[config.mk]
export PLATFORM = sky130hd
export DESIGN_NAME = t08_mem_arbiter
export DESIGN_NICKNAME = d
export VERILOG_FILES = /design/src/rtl/t08_arb_pkg.sv /design/src/rtl/t08_mem_arbiter.sv
export SDC_FILE = /design/constraint.sdc
export NUM_CORES = 1
export LEC_CHECK = 0
export CAP_MARGIN = 10
export CORE_UTILIZATION = 41
export CTS_CLUSTER_DIAMETER = 30
export DETAILED_ROUTE_END_ITERATION = 7
export PLACE_DENSITY = 0.79
export SKIP_LAST_GASP = 1
export SYNTH_ARGS = -nofsm -noshare
export SYNTH_HDL_FRONTEND = slang
export SYNTH_SLANG_ARGS = --single-unit
[constraint.sdc]
create_clock -name clk -period 2.6 [get_ports clk]
set_input_delay 0.39 -clock clk [delete_from_list [all_inputs] [get_ports clk]]
set_output_delay 0.39 -clock clk [all_outputs]
set_load 0.01 [all_outputs]
[src/rtl/t08_arb_pkg.sv]
// t08 memory arbiter shared types.
// FSM states, grant owner, bus constants.
package t08_arb_pkg;

  typedef enum logic [1:0] {
    IDLE,
    ISSUE,
    WAIT,
    RESP
  } state_t;

  typedef enum logic [1:0] {
    GNT_NONE,
    GNT_IF,
    GNT_D
  } grant_t;

  localparam logic [3:0] SEL_WORD = 4'hF;

  localparam int STREAK_MAX_DEF = 4;
  localparam int TIMEOUT_DEF    = 255;

  // D wins ties until the streak limit is hit
  function automatic grant_t pick_grant(
    input logic if_req,
    input logic d_req,
    input logic streak_full
  );
    grant_t g;
    g = GNT_NONE;
    unique case (1'b1)
      (d_req && !(if_req && streak_full)):  g = GNT_D;
      (if_req && (!d_req || streak_full)):  g = GNT_IF;
      default:                              g = GNT_NONE;
    endcase
    return g;
  endfunction

endpackage

[src/rtl/t08_mem_arbiter.sv]
// Two-way (fetch / data) arbiter for the t08 memory bus.
// Moves whole words; one transaction in flight at a time.
module t08_mem_arbiter
  import t08_arb_pkg::*;
#(
  parameter int STREAK_MAX = STREAK_MAX_DEF,
  parameter int TIMEOUT    = TIMEOUT_DEF
) (
  input  logic        clk,
  input  logic        rst,
  input  logic        if_req,
  input  logic [31:0] if_addr,
  output logic        if_ack,
  output logic [31:0] if_rdata,
  input  logic        d_req,
  input  logic        d_we,
  input  logic [31:0] d_addr,
  input  logic [31:0] d_wdata,
  input  logic [3:0]  d_sel,
  output logic        d_ack,
  output logic [31:0] d_rdata,
  output logic        err,
  output logic        mem_read,
  output logic        mem_write,
  output logic [31:0] mem_addr,
  output logic [31:0] mem_wdata,
  output logic [3:0]  mem_sel,
  input  logic        mem_busy,
  input  logic        mem_done,
  input  logic [31:0] mem_rdata
);

  localparam int SW = $clog2(STREAK_MAX + 1);
  localparam int TW = $clog2(TIMEOUT + 1);

  state_t        state;
  grant_t        grant;
  logic [SW-1:0] streak;
  logic [TW-1:0] timer;
  logic          bus_we;

  grant_t        pick;
  logic          streak_full;
  logic          expire;
  logic          finish;
  logic [SW-1:0] streak_inc;
  logic [31:0]   resp_word;

  always_comb begin
    streak_full = (streak == SW'(STREAK_MAX));
    pick        = pick_grant(if_req, d_req, streak_full);
    expire      = (timer == TW'(TIMEOUT - 1));
    finish      = mem_done || expire;
    streak_inc  = streak_full ? streak : streak + SW'(1);
    // stores and timeouts return zero
    resp_word   = (mem_done && !bus_we) ? mem_rdata : '0;
  end

  always_ff @(posedge clk) begin
    if (rst) begin
      state     <= IDLE;
      grant     <= GNT_NONE;
      streak    <= '0;
      timer     <= '0;
      bus_we    <= 1'b0;
      if_ack    <= 1'b0;
      if_rdata  <= '0;
      d_ack     <= 1'b0;
      d_rdata   <= '0;
      err       <= 1'b0;
      mem_read  <= 1'b0;
      mem_write <= 1'b0;
      mem_addr  <= '0;
      mem_wdata <= '0;
      mem_sel   <= '0;
    end else begin
      unique case (state)
        IDLE: begin
          if (pick == GNT_IF) begin
            grant     <= GNT_IF;
            state     <= ISSUE;
            timer     <= '0;
            streak    <= '0;
            bus_we    <= 1'b0;
            mem_read  <= 1'b1;
            mem_write <= 1'b0;
            mem_addr  <= if_addr;
            mem_wdata <= '0;
            mem_sel   <= SEL_WORD;
          end else if (pick == GNT_D) begin
            grant     <= GNT_D;
            state     <= ISSUE;
            timer     <= '0;
            streak    <= if_req ? streak_inc : '0;
            bus_we    <= d_we;
            mem_read  <= !d_we;
            mem_write <= d_we;
            mem_addr  <= d_addr;
            mem_wdata <= d_wdata;
            mem_sel   <= d_sel;
          end
        end
        ISSUE, WAIT: begin
          if (finish) begin
            state     <= RESP;
            mem_read  <= 1'b0;
            mem_write <= 1'b0;
            err       <= !mem_done;
            if (grant == GNT_IF) begin
              if_ack   <= 1'b1;
              if_rdata <= resp_word;
            end else begin
              d_ack   <= 1'b1;
              d_rdata <= resp_word;
            end
          end else begin
            timer <= timer + TW'(1);
            if (state == ISSUE && mem_busy) begin
              state     <= WAIT;
              mem_read  <= 1'b0;
              mem_write <= 1'b0;
            end
          end
        end
        RESP: begin
          state  <= IDLE;
          grant  <= GNT_NONE;
          if_ack <= 1'b0;
          d_ack  <= 1'b0;
          err    <= 1'b0;
        end
        default: state <= IDLE;
      endcase
    end
  end

endmodule

* After elaboration in Yosys (flattened, before gate mapping)
Index checks and enable logic that the tools add are counted.
Storage, ports and cells: register bits after elaboration 153, bits in latches 0, RAM bits 0, bits in read-only memories 0, bits of input ports 139, output and inout bits 137, word-level logic and storage cells 102, memories kept 0
Operators by class: add/sub/neg operators 2, multipliers 0, divide/modulo/power cells 0, magnitude comparators 0, equality and inequality tests 15, shift-type cells 0, muxes and demuxes 40, bitwise gates (word level) 1, reductions and logical operators 29
Operators by type and width (count):
- 2-to-1 mux 32 bit | 5
- 2-to-1 mux 8 bit | 3
- AND reduction 3 bit | 7
- one-hot mux 8 bit (2 select lines) | 1
- 2-to-1 mux 2 bit | 6
- 2-to-1 mux 3 bit | 4
- 2-to-1 mux 1 bit | 11
- one-hot mux 1 bit (2 select lines) | 5
- adder 8 x 1 -> 8 bit, second input constant | 1
- equality test 8 bit, second input constant | 1
- 2-to-1 mux 4 bit | 2
- != test 2 bit, second input constant | 4
- one-hot mux 2 bit (2 select lines) | 2
- AND reduction 2 bit | 4
- nonzero test 2 bit | 4
- equality test 2 x 1 -> 1 bit, second input constant | 3
- equality test 2 bit, second input constant | 3
- != test 3 bit, second input constant | 2
- one-hot mux 2 bit (3 select lines) | 1
- logical AND 1 bit | 5
- logical NOT 1 bit | 5
- adder 3 x 1 -> 3 bit, second input constant | 1
- equality test 3 bit, second input constant | 1
- != test 3 x 2 -> 1 bit, second input constant | 1
- 4 further kinds | 5

* Longest topological paths before layout
depth in word-level cells 9, gate-level depth with buffers 9

* Worst setup path after synthesis
No wires, ideal clock.
path kind reg-to-reg, from register timer[0], to register if_rdata[0], library setup time 0.120 ns, data arrival time 1.699 ns, data required time 2.480 ns, path slack 0.782 ns, stages on the path, launching flop included 10, buffers on the path 3, clock period less this slack 1.818 ns, cell sequence dfxtp_1 > inv_1 > ha_1 > and4_1 > buf_6 > a21o_4 > and3_4 > buf_6 > buf_6 > mux2i_1
On the way: word-level cells in the longest chain between the ends 3
RTL lines:
- from (decl) | RTL line t08_mem_arbiter.sv:39 | logic [TW-1:0] timer;
- from (signal assigned) | RTL line t08_mem_arbiter.sv:117 | timer <= timer + TW'(1);
- equality test 8 bit | RTL line t08_mem_arbiter.sv:52 | expire = (timer == TW'(TIMEOUT - 1));
- logical OR 1 bit | RTL line t08_mem_arbiter.sv:53 | finish = mem_done || expire;
- AND reduction 3 bit (no source line)
- to (signal assigned) | RTL line t08_mem_arbiter.sv:111 | if_rdata <= resp_word;
- to (decl) | RTL line t08_mem_arbiter.sv:14 | output logic [31:0] if_rdata,
No other way between the ends. A chain may end at the register's enable or synchronous reset.

* Final worst setup path
from register state[1], to register timer[1]
On the way: word-level cells in the longest chain between the ends 4
RTL lines:
- from (decl) | RTL line t08_mem_arbiter.sv:36 | state_t state;
- from (signal assigned) | RTL line t08_mem_arbiter.sv:61 | state <= IDLE;
- from (signal assigned) | RTL line t08_mem_arbiter.sv:81 | state <= ISSUE;
- from (signal assigned) | RTL line t08_mem_arbiter.sv:92 | state <= ISSUE;
- equality test 2 x 1 -> 1 bit or equality test 2 bit (tied branches) | RTL line t08_mem_arbiter.sv:77 | unique case (state)
- OR reduction 2 bit | RTL line t08_mem_arbiter.sv:77
- != test 2 bit (no source line) or nonzero test 2 bit (tied branches)
- AND reduction 3 bit (no source line)
Parallel ways exist; a longest one is shown, timed or not.

==> flow_summary_export.csv <==
group,metric,value,unit
clocking,cts.clk_slew.worst_paths,0.06,ns
synthesis,ys_types,52,
timing,relSlewSlack,0.417,
synthesis,synth_area_leaders,"dfxtp_1 51%, mux2i_1 11%, nand2_1 7.0%",
pwr,vdd_drop_max,0.000488,V
synthesis,syn-num-nets,770,
synthesis,syn_inst,624,
grt,grt_use_total,0.235,
synthesis,synth-seq-area-share,0.512,
synthesis,synth_edf_count,0,
grt,antenna_found_initial,0,
clocking,cts.repair.resized,0,
timing,setup-tns-final,0,ns
timing,fin_skew,0.00939,ns
timing,setup_viol,0,
timing,hold_viol_final,0,
placed_design,dpl.hpwl,12800,microns
synthesis,avgSynthCellArea,9.58,sq um
clocking,cts_sinks,153,
clocking,cts_buffers,17,
clocking,postCtsSetupRepairBufs,0,
synthesis,synth-warning-count,0,
grt,grt_pass1_vias,5283,
setup_path,arrival,2.34,ns
timing,slew_viol_final,0,
setup_path,path_max_fanout,11,
setup_path,path_cells,"inv_1 -> ha_1 -> or3b_2 -> o21ai_1 -> or4_1 -> a31oi_1",
cells_and_area,syn_to_final_growth,59.1,%
placed_design,place.gp.congestion,0.783,
synthesis,synth_top_area_cell,"dfxtp_1",
setup_path,crit_family,"simple AND/OR/NAND/NOR gates",
synthesis,syn_area,5980,sq um
cells_and_area,drive_gt1_frac,0.0682,
status,status,"finished clean",
cells_and_area,nets,1027,
timing,period_needed,2.08,ns
die,rows,43,
drt,drtIter0Drc,491,
timing,worst_pin_slew,0.875,ns
grt,grt_max_degree,85,
setup_path,crit_slowest_cell,"or3b_2",
synthesis,synth_top_area_share,0.512,
synthesis,synthFlopType,"dfxtp_1",
clocking,clock_latency,0.42,ns
drt,firstDrtPassIters,5,
setup_path,crit_type,"register to register",
clocking,clk_path_buf_depth,2,
placed_design,place_inst,1042,
setup_path,start_kind,"register",
pwr,p_leak,3.42,nW
grt,overflow,0,
timing,max_freq,0.481,GHz
pwr,total_power,6.62,mW
synthesis,synth-seq-cells,153,
die,initial_utilization,0.426,
drt,avgViaCountPerCell,5.26,
drt,via_count,5652,
drt,routed_wl,18200,microns
clocking,cts_tree,"built",
drt,drcViolationCount,0,
placed_design,io_buffers,275,
setup_path,required,2.86,ns
die,dieArea,15100,sq um
die,io_pins,276,
setup_path,endpoint_kind,"register",
drt,routedWlPerCell,17.0,microns
setup_path,crit_buf_inv,1,
drt,ant_nets,0,
die,coreArea,14000,sq um
clocking,hold_buffers,0,
grt,grt_pass1_wl,27300,microns
die,dieWidth,123,microns
synthesis,synth-async-reset-ratio,0,
job,cap_violations,0,
die,die_y,123,microns
timing,period_share,0.800,
clocking,ctsHtreeMaxLevel,4,
timing,rsz0062_at_grt,"no",
worst_hold_path,hp-class,"register to register",
pwr,power_density,695,nW/um^2
clocking,root_buffer,"clkbuf_16",
cells_and_area,n_antenna_cell,0,
setup_path,max_stage_delay,0.51,ns
cells_and_area,fin_cells,1074,
[metrics by stage]
step           area, sq um  utilization  hold WS, ns  setup slack, ns
2_1_floorplan         5980            -        0.448            0.782
4_1_cts               9520        0.678        0.458            0.555
3_3_place_gp          8900        0.634        0.442            0.310
3_5_place_dp          8900        0.634        0.447            0.268
6_report              9520        0.678        0.455            0.519
5_1_grt               9520        0.678        0.471            0.422
[path summary, 6_finish.rpt]
check	endpoint	start	cells after the start	slack, ns
setup / recovery	timer[1]$_SDFFE_PP0P_	state[1]$_SDFFE_PP0P_	6	0.52
hold / removal	if_rdata[19]$_SDFFE_PP0P_	if_rdata[19]$_SDFFE_PP0P_	2	0.46
setup reg to reg	timer[1]$_SDFFE_PP0P_	state[1]$_SDFFE_PP0P_	6	0.52
hold reg to reg	if_rdata[19]$_SDFFE_PP0P_	if_rdata[19]$_SDFFE_PP0P_	2	0.46
[final cells by class]
| class | instances | area (sq um) |
|---|---|---|
| tap | 180 | 225 |
| fill | 1100 | 4520 |
| sequential | 153 | 3060 |
| timing repair buffer | 289 | 2930 |
| inverter | 9 | 33.8 |
| clock inverter | 13 | 170 |
| multi-input combinational | 411 | 2660 |
| clock buffer | 19 | 443 |
[sequential cells by signal, indices dropped and copies added (netlist names)]
name	count
mem_read	1
mem_addr	32
grant	2
err	1
state	2
streak	3
bus_we	1
if_ack	1
d_rdata	32
d_ack	1
timer	8
mem_write	1
if_rdata	32
mem_wdata	32
mem_sel	4
[worst min-delay path: stages (launching register included)]
cell,delay (ns)
dfxtp_1,0.31
nand2_1,0.05
mux2i_1,0.05
[power breakdown]
group          switching [mW]  internal [mW]  total (mW)  leakage [nW]
Clock                   0.997           1.54        2.54         0.290
Combinational           0.698          0.758        1.46          1.89
Sequential              0.102           2.52        2.62          1.25
Total                    1.80           4.82        6.62          3.42
[per-layer routing]
layer,GRT usage,share of wire,up-vias
li1,-,-,2751
met1,0.268,0.40,2674
met2,0.407,0.50,213
met3,0.0920,0.090,14
met4,0.0655,0.013,0
met5,0,0,-
[kinds of logic after synthesis]
| group | share of synthesized area |
|---|---|
| AND/OR/NAND/NOR | 0.160 |
| multiplexers | 0.110 |
| buffers and inverters | 0.0471 |
| AO/OA/AOI/OAI | 0.156 |
| adder cells (fa/ha/maj) | 0.0146 |
| flip-flops | 0.512 |
[cell usage after synthesis (2+ instances only)]
master and instances:
nor2_1 73, dfxtp_1 153, a21oi_1 11, nand3_1 9
buf_4 3, o21a_1 2, o21ai_0 4, buf_6 5
buf_2 6, nand4_1 4, mux2i_1 66, nand2_1 111
and2_1 2, a211oi_1 3, nor2b_1 2, ha_1 7
inv_1 8, a22oi_1 34, o21ai_1 2, nor4_1 2
clkbuf_1 28, o211ai_1 3, or4_1 2, nand2b_1 2
a222oi_1 32, o221a_2 5, a32o_1 2, nor3_1 3
buf_1 9, a31oi_1 7, and3_1 3
[cell usage in the layout, fill, tap and decap left out, types with 7 or more instances in the layout]
cell and instances:
clkdlybuf4s50_1 274, dfxtp_1 153, nand2_1 111, nor2_1 73
mux2i_1 66, a22oi_1 34, a222oi_1 32, clkbuf_16 17
a21oi_1 11, nand3_1 9, inv_1 8, buf_4 8
a31oi_1 7, ha_1 7
Note: power is estimated with default switching activity, not from simulation.
